===== src/rtl/subservient_pkg.sv =====
// Shared types for the SRAM arbiter: FSM state and the round-robin pick.
package subservient_pkg;

  localparam int unsigned MAX_CH = 8;
  localparam int unsigned PTR_W  = 3;

  typedef enum logic {
    ST_CLEAR = 1'b0,
    ST_RUN   = 1'b1
  } state_e;

  // One-hot grant of the first requester at or after ptr, wrapping at nch.
  function automatic logic [MAX_CH-1:0] rr_pick(input logic [MAX_CH-1:0] req,
                                                input logic [PTR_W-1:0]  ptr,
                                                input int unsigned       nch);
    logic [MAX_CH-1:0] gnt;
    logic              found;
    int unsigned       idx;
    gnt   = '0;
    found = 1'b0;
    for (int unsigned i = 0; i < MAX_CH; i++) begin
      idx = (32'(ptr) + i) % nch;
      if (i < nch && !found && req[PTR_W'(idx)]) begin
        gnt[PTR_W'(idx)] = 1'b1;
        found            = 1'b1;
      end
    end
    return gnt;
  endfunction

endpackage


===== src/rtl/subservient_rr_arb.sv =====
// Round-robin arbiter: combinational one-hot grant, priority pointer moves
// to the channel after the granted one whenever advance_i is set.
module subservient_rr_arb
  import subservient_pkg::*;
#(
  parameter int unsigned NCH = 2
) (
  input  logic           clk_i,
  input  logic           rst_n_i,
  input  logic [NCH-1:0] req_i,
  input  logic           advance_i,
  output logic [NCH-1:0] grant_o
);

  logic [PTR_W-1:0] ptr_q, ptr_d;

  assign grant_o = NCH'(rr_pick(MAX_CH'(req_i), ptr_q, NCH));

  always_comb begin
    ptr_d = ptr_q;
    if (advance_i) begin
      for (int unsigned k = 0; k < NCH; k++) begin
        if (grant_o[k]) begin
          ptr_d = (k == NCH - 1) ? '0 : PTR_W'(k + 1);
        end
      end
    end
  end

  always_ff @(posedge clk_i or negedge rst_n_i) begin
    if (!rst_n_i) begin
      ptr_q <= '0;
    end else begin
      ptr_q <= ptr_d;
    end
  end

endmodule


===== src/rtl/subservient_sram_arb.sv =====
// Multi-channel SRAM arbiter with optional zero-fill after reset and a
// one-cycle registered read-response strobe.
module subservient_sram_arb
  import subservient_pkg::*;
#(
  parameter int unsigned NCH            = 2,
  parameter int unsigned MEMSIZE        = 512,
  parameter int unsigned AW             = $clog2(MEMSIZE),
  parameter int unsigned DW             = 8,
  parameter bit          CLEAR_ON_RESET = 1'b0
) (
  input  logic              i_clk,
  input  logic              i_rst_n,
  input  logic [NCH-1:0]    i_req_valid,
  input  logic [NCH-1:0]    i_req_we,
  input  logic [NCH*AW-1:0] i_req_addr,
  input  logic [NCH*DW-1:0] i_req_wdata,
  output logic [NCH-1:0]    o_req_ready,
  output logic [NCH-1:0]    o_rsp_valid,
  output logic [DW-1:0]     o_rsp_rdata,
  output logic [AW-1:0]     o_sram_waddr,
  output logic [DW-1:0]     o_sram_wdata,
  output logic              o_sram_wen,
  output logic [AW-1:0]     o_sram_raddr,
  input  logic [DW-1:0]     i_sram_rdata
);

  state_e         state_q, state_d;
  logic [AW-1:0]  clr_cnt_q, clr_cnt_d;
  logic [AW-1:0]  waddr_q, waddr_d;
  logic [AW-1:0]  raddr_q, raddr_d;
  logic [NCH-1:0] rsp_valid_q, rsp_valid_d;
  logic [NCH-1:0] grant_c;
  logic           run_c;
  logic           clear_c;
  logic           sel_we_c;
  logic [AW-1:0]  sel_addr_c;
  logic [DW-1:0]  sel_wdata_c;

  // Qualify with reset so nothing is granted or written while held in reset.
  assign run_c   = i_rst_n && (state_q == ST_RUN);
  assign clear_c = i_rst_n && (state_q == ST_CLEAR);

  subservient_rr_arb #(
    .NCH(NCH)
  ) u_arb (
    .clk_i    (i_clk),
    .rst_n_i  (i_rst_n),
    .req_i    (i_req_valid & {NCH{run_c}}),
    .advance_i(run_c),
    .grant_o  (grant_c)
  );

  assign o_req_ready = grant_c;
  assign o_rsp_valid = rsp_valid_q;
  assign o_rsp_rdata = i_sram_rdata;

  always_comb begin
    state_d      = state_q;
    clr_cnt_d    = clr_cnt_q;
    waddr_d      = waddr_q;
    raddr_d      = raddr_q;
    rsp_valid_d  = '0;
    sel_we_c     = 1'b0;
    sel_addr_c   = '0;
    sel_wdata_c  = '0;
    o_sram_wen   = 1'b0;
    o_sram_wdata = '0;
    o_sram_waddr = waddr_q;
    o_sram_raddr = raddr_q;

    for (int unsigned k = 0; k < NCH; k++) begin
      if (grant_c[k]) begin
        sel_we_c    = i_req_we[k];
        sel_addr_c  = i_req_addr[k*AW +: AW];
        sel_wdata_c = i_req_wdata[k*DW +: DW];
      end
    end

    if (clear_c) begin
      o_sram_wen   = 1'b1;
      o_sram_waddr = clr_cnt_q;
      o_sram_raddr = clr_cnt_q;
      waddr_d      = clr_cnt_q;
      raddr_d      = clr_cnt_q;
      clr_cnt_d    = clr_cnt_q + AW'(1);
      if (clr_cnt_q == AW'(MEMSIZE - 1)) begin
        state_d = ST_RUN;
      end
    end else if (|grant_c) begin
      if (sel_we_c) begin
        o_sram_wen   = 1'b1;
        o_sram_waddr = sel_addr_c;
        o_sram_wdata = sel_wdata_c;
        waddr_d      = sel_addr_c;
      end else begin
        o_sram_raddr = sel_addr_c;
        raddr_d      = sel_addr_c;
        rsp_valid_d  = grant_c;
      end
    end
  end

  always_ff @(posedge i_clk or negedge i_rst_n) begin
    if (!i_rst_n) begin
      state_q     <= CLEAR_ON_RESET ? ST_CLEAR : ST_RUN;
      clr_cnt_q   <= '0;
      waddr_q     <= '0;
      raddr_q     <= '0;
      rsp_valid_q <= '0;
    end else begin
      state_q     <= state_d;
      clr_cnt_q   <= clr_cnt_d;
      waddr_q     <= waddr_d;
      raddr_q     <= raddr_d;
      rsp_valid_q <= rsp_valid_d;
    end
  end

endmodule


===== config.mk =====
export PLATFORM = sky130hd
export DESIGN_NAME = subservient_sram_arb
export DESIGN_NICKNAME = d
export VERILOG_FILES = /design/src/rtl/subservient_pkg.sv /design/src/rtl/subservient_rr_arb.sv /design/src/rtl/subservient_sram_arb.sv
export SDC_FILE = /design/constraint.sdc
export NUM_CORES = 1
export LEC_CHECK = 0
export CORE_ASPECT_RATIO = 1.4
export CORE_MARGIN = 2
export CORE_UTILIZATION = 33
export CTS_CLUSTER_DIAMETER = 150
export CTS_CLUSTER_SIZE = 14
export DETAILED_ROUTE_END_ITERATION = 8
export PLACE_DENSITY_LB_ADDON = 0.3
export RECOVER_POWER = 25
export SYNTH_ARGS = -nofsm -noshare
export SYNTH_HDL_FRONTEND = slang
export SYNTH_HIERARCHICAL = 1
export SYNTH_SLANG_ARGS = --single-unit
export TNS_END_PERCENT = 10

===== constraint.sdc =====
create_clock -name i_clk -period 2.2 [get_ports i_clk]
set_input_delay 0.55 -clock i_clk [delete_from_list [all_inputs] [get_ports i_clk]]
set_output_delay 0.55 -clock i_clk [all_outputs]
set_load 0.03 [all_outputs]

# [After elaboration in Yosys (flattened, before gate mapping)]
# Cells that the tools add are included.
[word_totals] regBits=21 in_bits=48 output_inout_bits=39 elab_cells=47
[op_classes] addsub=1 n_lt_le_gt_ge=4 n_mux=29 bitwise=2 reduce_logical=7
[op_table] op="2-to-1 mux 9 bit" n=6
[op_table] op="2-to-1 mux 8 bit" n=4
[op_table] op="2-to-1 mux 1 bit" n=13
[op_table] op="less-than comparator 1 x 4 -> 1 bit (second input constant)" n=2
[op_table] op="2-to-1 mux 2 bit" n=4
[op_table] op="logical AND 1 bit" n=3
[op_table] op="AND 2 bit" n=1
[op_table] op="demux 1 bit (select 1 bit)" n=2
[op_table] op=">= comparator 1 bit (second input constant)" n=2
[op_table] op="bitwise OR 2 bit" n=1
[op_table] op="AND reduction 2 bit" n=1
[op_table] op="nonzero test 2 bit" n=1
[op_table] op="OR reduction 2 bit" n=1
[op_table] op="adder 1 bit (second input constant)" n=1
[op_table] op="logical NOT 1 bit" n=1

# [Depth between registers and ports, before layout]
[logic_depth] word_depth=11 mapped_depth=6

# [Cells and area by module]
# The synthesis kept the hierarchy.
[modules_own_cells] module="subservient_sram_arb" instances=1 cells_each=128 area_each_um2=1327.5 seq_area_each_um2=500.5
[modules_own_cells] module="subservient_rr_arb" instances=1 cells_each=6 area_each_um2=55.1 seq_area_each_um2=25.0

# [Least setup slack after synthesis]
# Ideal clock, no wire load.
[synth_path] path_kind="input -> output" from="input port i_req_valid[0]" to="output port o_sram_waddr[0]" t_arrival_ns=2.806 setup_slack_ns=-1.156 cell_stages=6 n_path_buf=1 cell_sequence="and2_1 -> a21boi_0 -> clkbuf_2 -> and3_1 -> a211oi_1 -> a21oi_1"
[synth_via] elab_chain_cells=11 elab_cells_between_ends=18 classes_between="mux (13); bitwise (2); reduce/logical (3)"
[synth_lines] element="start: declaration" line="subservient_sram_arb.sv:14" text="input logic [NCH-1:0] i_req_valid,"
[synth_lines] element="AND 2 bit *" line="subservient_sram_arb.sv:49" text=".req_i (i_req_valid & {NCH{run_c}}),"
[synth_lines] element="2-to-1 mux 1 bit (not written as such) (2 in series)" line="subservient_pkg.sv:23" text="if (i < nch && !found && req[PTR_W'(idx)]) begin"
[synth_lines] element="2-to-1 mux 1 bit" line="subservient_pkg.sv:23"
[synth_lines] element="logical NOT 1 bit" line="subservient_pkg.sv:23"
[synth_lines] element="logical AND 1 bit" line="subservient_pkg.sv:23"
[synth_lines] element="2-to-1 mux 2 bit *" line="subservient_pkg.sv:23"
[synth_lines] element="net o_req_ready[0]" line="subservient_sram_arb.sv:18" text="output logic [NCH-1:0] o_req_ready,"
[synth_lines] element="2-to-1 mux 9 bit or 2-to-1 mux 1 bit (tied branches) (2 in series)" line="subservient_sram_arb.sv:73" text="if (grant_c[k]) begin"
[synth_lines] element="2-to-1 mux 9 bit" line="subservient_sram_arb.sv:91" text="if (sel_we_c) begin"
[synth_lines] element="2-to-1 mux 9 bit *" line="subservient_sram_arb.sv:90" text="end else if (|grant_c) begin"
[synth_lines] element="end: declaration" line="subservient_sram_arb.sv:21" text="output logic [AW-1:0] o_sram_waddr,"
# The timed path passes the listed nets; every way through them passes the cells marked *. The select of a mux whose other input is x is not followed.

# [Worst setup path in the final report]
[layout_path] from="input port i_req_valid[0]" to="output port o_sram_raddr[5]"
[layout_via] elab_chain_cells=11 elab_cells_between_ends=18 classes_between="mux (13); bitwise (2); reduce/logical (3)"
[layout_lines] element="AND 2 bit *" line="subservient_sram_arb.sv:49"
[layout_lines] element="2-to-1 mux 1 bit (not written as such) (2 in series)" line="subservient_pkg.sv:23"
[layout_lines] element="2-to-1 mux 1 bit" line="subservient_pkg.sv:23"
[layout_lines] element="logical NOT 1 bit" line="subservient_pkg.sv:23"
[layout_lines] element="logical AND 1 bit" line="subservient_pkg.sv:23"
[layout_lines] element="2-to-1 mux 2 bit *" line="subservient_pkg.sv:23"
[layout_lines] element="2-to-1 mux 9 bit or 2-to-1 mux 1 bit (tied branches) (2 in series)" line="subservient_sram_arb.sv:73"
[layout_lines] element="2-to-1 mux 9 bit" line="subservient_sram_arb.sv:91"
[layout_lines] element="2-to-1 mux 9 bit *" line="subservient_sram_arb.sv:90"
[layout_lines] element="end: declaration" line="subservient_sram_arb.sv:24" text="output logic [AW-1:0] o_sram_raddr,"
# Mark *: on every way between the ends. The rest lies on a longest branch, timed or not. The select of a mux whose other input is x is not followed.

==> impl_metrics.csv <==
group,metric,value,unit
run_status,run_status,"finished, violations left",
run_status,violations,"design-rule violations, negative setup slack",
floorplanning,core-area,0.00399,mm^2
timing,rsz0062_at_grt,"yes",
min_path,min_path_cells,3,
clock_network,tritoncts,"yes",
setup_path,crit_path_start_kind,"input port",
yosys,ys_ff_latch,21,
routing,avgRoutedWirePerCell,20.7,um
timing,max_slew.worst_pin.slew,1.30,ns
global_route,grt_pass1_vias,1700,
timing,finClkSkew,0.00179,ns
yosys,yosysTopAreaCellShare,38.0,%
routing,vias,1495,
timing,setup_viol,28,
setup_path,cp-end-kind,"output port",
placed_design,dp_hpwl,3.47,mm
setup_path,crit_path_frequent_cell,"buf_6",
yosys,syn_nets,182,
clock_network,cts_hold_buffers,0,
global_route,antenna_found_initial,0,
pwr,p_total,2130,uW
yosys,seq_area_frac_synth,38.0,%
timing,hold-worst-slack,0.633,ns
setup_path,rr_worst_depth,15,
yosys,yosysTopAreaCell,"dfrtp_1",
clock_network,cts_inserted_buffers,3,
setup_path,crit_chain,"buf_6 > and2_4 > buf_6 > a21boi_4 > buf_6 > buf_12 > buf_16 > buf_12 > mux2i_4 > buf_6",
timing,period_needed,2.55,ns
setup_path,arrival,2.00,ns
cells_and_area,antenna_cells,0,
routing,drcViolationCount,2,
clock_network,clock-sinks,21,
setup_path,crit_required,1.65,ns
timing,max_freq,393,MHz
yosys,synth_warnings,6,
yosys,syn-cell-area,0.00138,mm^2
global_route,track_usage,24.4,%
setup_path,path_max_fanout,6,
routing,drt_iter0_markers,36,
min_path,min_path_type,"input port to flop",
pwr,p_per_area,658,mW/mm^2
timing,setup_slack,-0.347,ns
floorplanning,rows,27,
yosys,synthCells,134,
floorplanning,die_y,80.6,um
global_route,grt_max_degree,24,
routing,finalWirelength,5.76,mm
yosys,syn_avg_cell_area,10.3,um^2
cells_and_area,post-route-util,81.3,%
setup_path,cp_slowest_cell,"mux2i_4",
placed_design,dpl_worst_slack,-0.956,ns
min_path,min_to,"u_arb/ptr_q[0]",
timing,hold_violations,0,
routing,antenna_left,0,
timing,maxSlewViolCount,0,
cells_and_area,final_net_count,284,
clock_network,htree_levels,1,
floorplanning,fp.dieW,58.7,um
clock_network,clock_latency,0.27,ns
global_route,grt_pass1_wl,8.51,mm
clock_network,cts_max_path_buffers,2,
clock_network,cts_root_buf,"clkbuf_8",
min_path,hold_start,"i_req_valid[1]",
timing,max-slew-margin-rel,13.5,%
placed_design,io_buffers,70,
setup_path,r2r-end,"waddr_q[1]",
pwr,ir_drop,0.348,mV
cells_and_area,syn2layout_area_growth,134,%
floorplanning,initial_core_util,34.7,%
pwr,leakage,0.00124,uW
cells_and_area,layout-drive-gt1-share,70.6,%
floorplanning,dieArea,0.00473,mm^2
yosys,ys_top_cells_by_area,"dfrtp_1 (38%), mux2i_1 (26%), buf_4 (6.0%), a211oi_1 (4.9%), a22oi_1 (4.3%)",
setup_path,r2r_setup_slack,-0.08,ns
routing,routed_via_density,5.38,
setup_path,max_stage_delay,0.24,ns
setup_path,crit_type,"input port to output port",
placed_design,gp_congestion,0.781,
routing,drtPass1Iterations,6,
global_route,gr-total-overflow,0,
timing,final_min_period_over_clock_period,116,%
clock_network,path_clk_slew,0.08,ns
job,drv_cap,0,
floorplanning,num_io_pins,87,
setup_path,reg2reg_from,"u_arb/ptr_q[0]",
yosys,ys_types,22,
-- routing by layer --
layer	share of wire (%)	track usage (%)	routed length (um)	vias to the layer above
li1	-	-	-	685
met1	37	28.0	2140	736
met2	57	45.8	3300	63
met3	4.0	2.74	230	11
met4	1.6	7.50	95	0
met5	0	0	0	-
-- synthesized netlist by cell type --
master / n
and2_1: 2
and2_4: 1
a31oi_1: 1
nor2_1: 8
dfrtp_1: 21
nand2b_1: 1
nand2_1: 1
buf_6: 3
clkbuf_2: 2
o21a_1: 1
a22oi_1: 8
a21boi_0: 1
buf_2: 3
inv_1: 2
buf_4: 11
a21oi_1: 10
and3_1: 9
a21boi_1: 1
a211oi_1: 9
mux2i_1: 36
nor2b_1: 2
nand2_4: 1
-- per-stage QoR --
| stage | area [um^2] | setup TNS, ns | cells |
|---|---|---|---|
| final | 3240 | -7.85 | 278 |
| after global routing | 3240 | -8.86 | 278 |
| after CTS | 3100 | -7.01 | 274 |
| after detailed placement | 2510 | -26.79 | 249 |
| after global placement | 2510 | -24.82 | 249 |
| after floorplan | 1830 | -3.17 | 134 |
-- power breakdown --
group | total, uW | switching (uW) | internal [uW]
sequential | 589 | 112 | 477
combinational | 1270 | 608 | 666
clock | 268 | 138 | 129
total | 2130 | 858 | 1270
-- timing repair --
action                     CTS  global route
resized for setup          103            22
setup endpoints to repair   38            29
buffers inserted            21             3
cloned                       0             1
pin swaps                    6             4
-- cells in the final DEF (no fill, tap or decap), types with 2 or more instances in the layout --
master / n
a21oi_4: 9
and3_4: 9
buf_8: 2
a22oi_2: 8
buf_12: 9
mux2i_4: 18
clkbuf_8: 3
a21boi_4: 2
nor2b_1: 2
and2_4: 3
buf_4: 32
clkbuf_1: 2
clkdlybuf4s15_2: 3
a211oi_4: 7
dfrtp_1: 21
clkdlybuf4s50_1: 37
mux2i_2: 17
buf_6: 28
nor2_4: 8
a211oi_2: 2
-- how the worst max path moves through the flow --
stage | start | endpoint | slack [ns] | cells past startpoint
after floorplan | i_rst_n | o_sram_wdata[0] | -0.13 | 6
after global placement | i_rst_n | o_sram_waddr[7] | -0.92 | 7
after detailed placement | i_rst_n | o_sram_waddr[3] | -0.96 | 7
after CTS | i_req_valid[0] | o_sram_raddr[6] | -0.31 | 10
after global routing | i_req_valid[0] | o_sram_raddr[5] | -0.38 | 10
final | i_req_valid[0] | o_sram_raddr[5] | -0.35 | 10
-- area by class of cell --
cell class | instances | area, um^2
multi-input cells | 92 | 1370
repair buffers | 116 | 1240
fillers | 202 | 746
flip-flops and latches | 21 | 526
well taps | 43 | 53.8
clock buffers | 4 | 45.0
inverters | 2 | 11.3
-- state kept, by name, indices dropped and copies added, names as in the netlist --
signal and cells:
waddr_q 9, o_rsp_valid 2, u_arb/ptr_q 1, raddr_q 9
-- kinds of logic after synthesis --
| group | after synthesis | synth area share, % |
|---|---|---|
| DFF | 21 | 38.0 |
| muxes | 36 | 26.1 |
| AOI/OAI and AO/OA | 31 | 14.9 |
| buffers and inverters | 21 | 10.8 |
| and+or+nand+nor | 25 | 10.2 |
-- worst max-delay path, delay by kind of cell --
family                 cells  cell delay [ns]
AO/OA/AOI/OAI              1             0.14
buffers and inverters      7             0.90
multiplexers               1             0.24
AND/OR/NAND/NOR            1             0.17
Power figures use the tool's default switching activity.
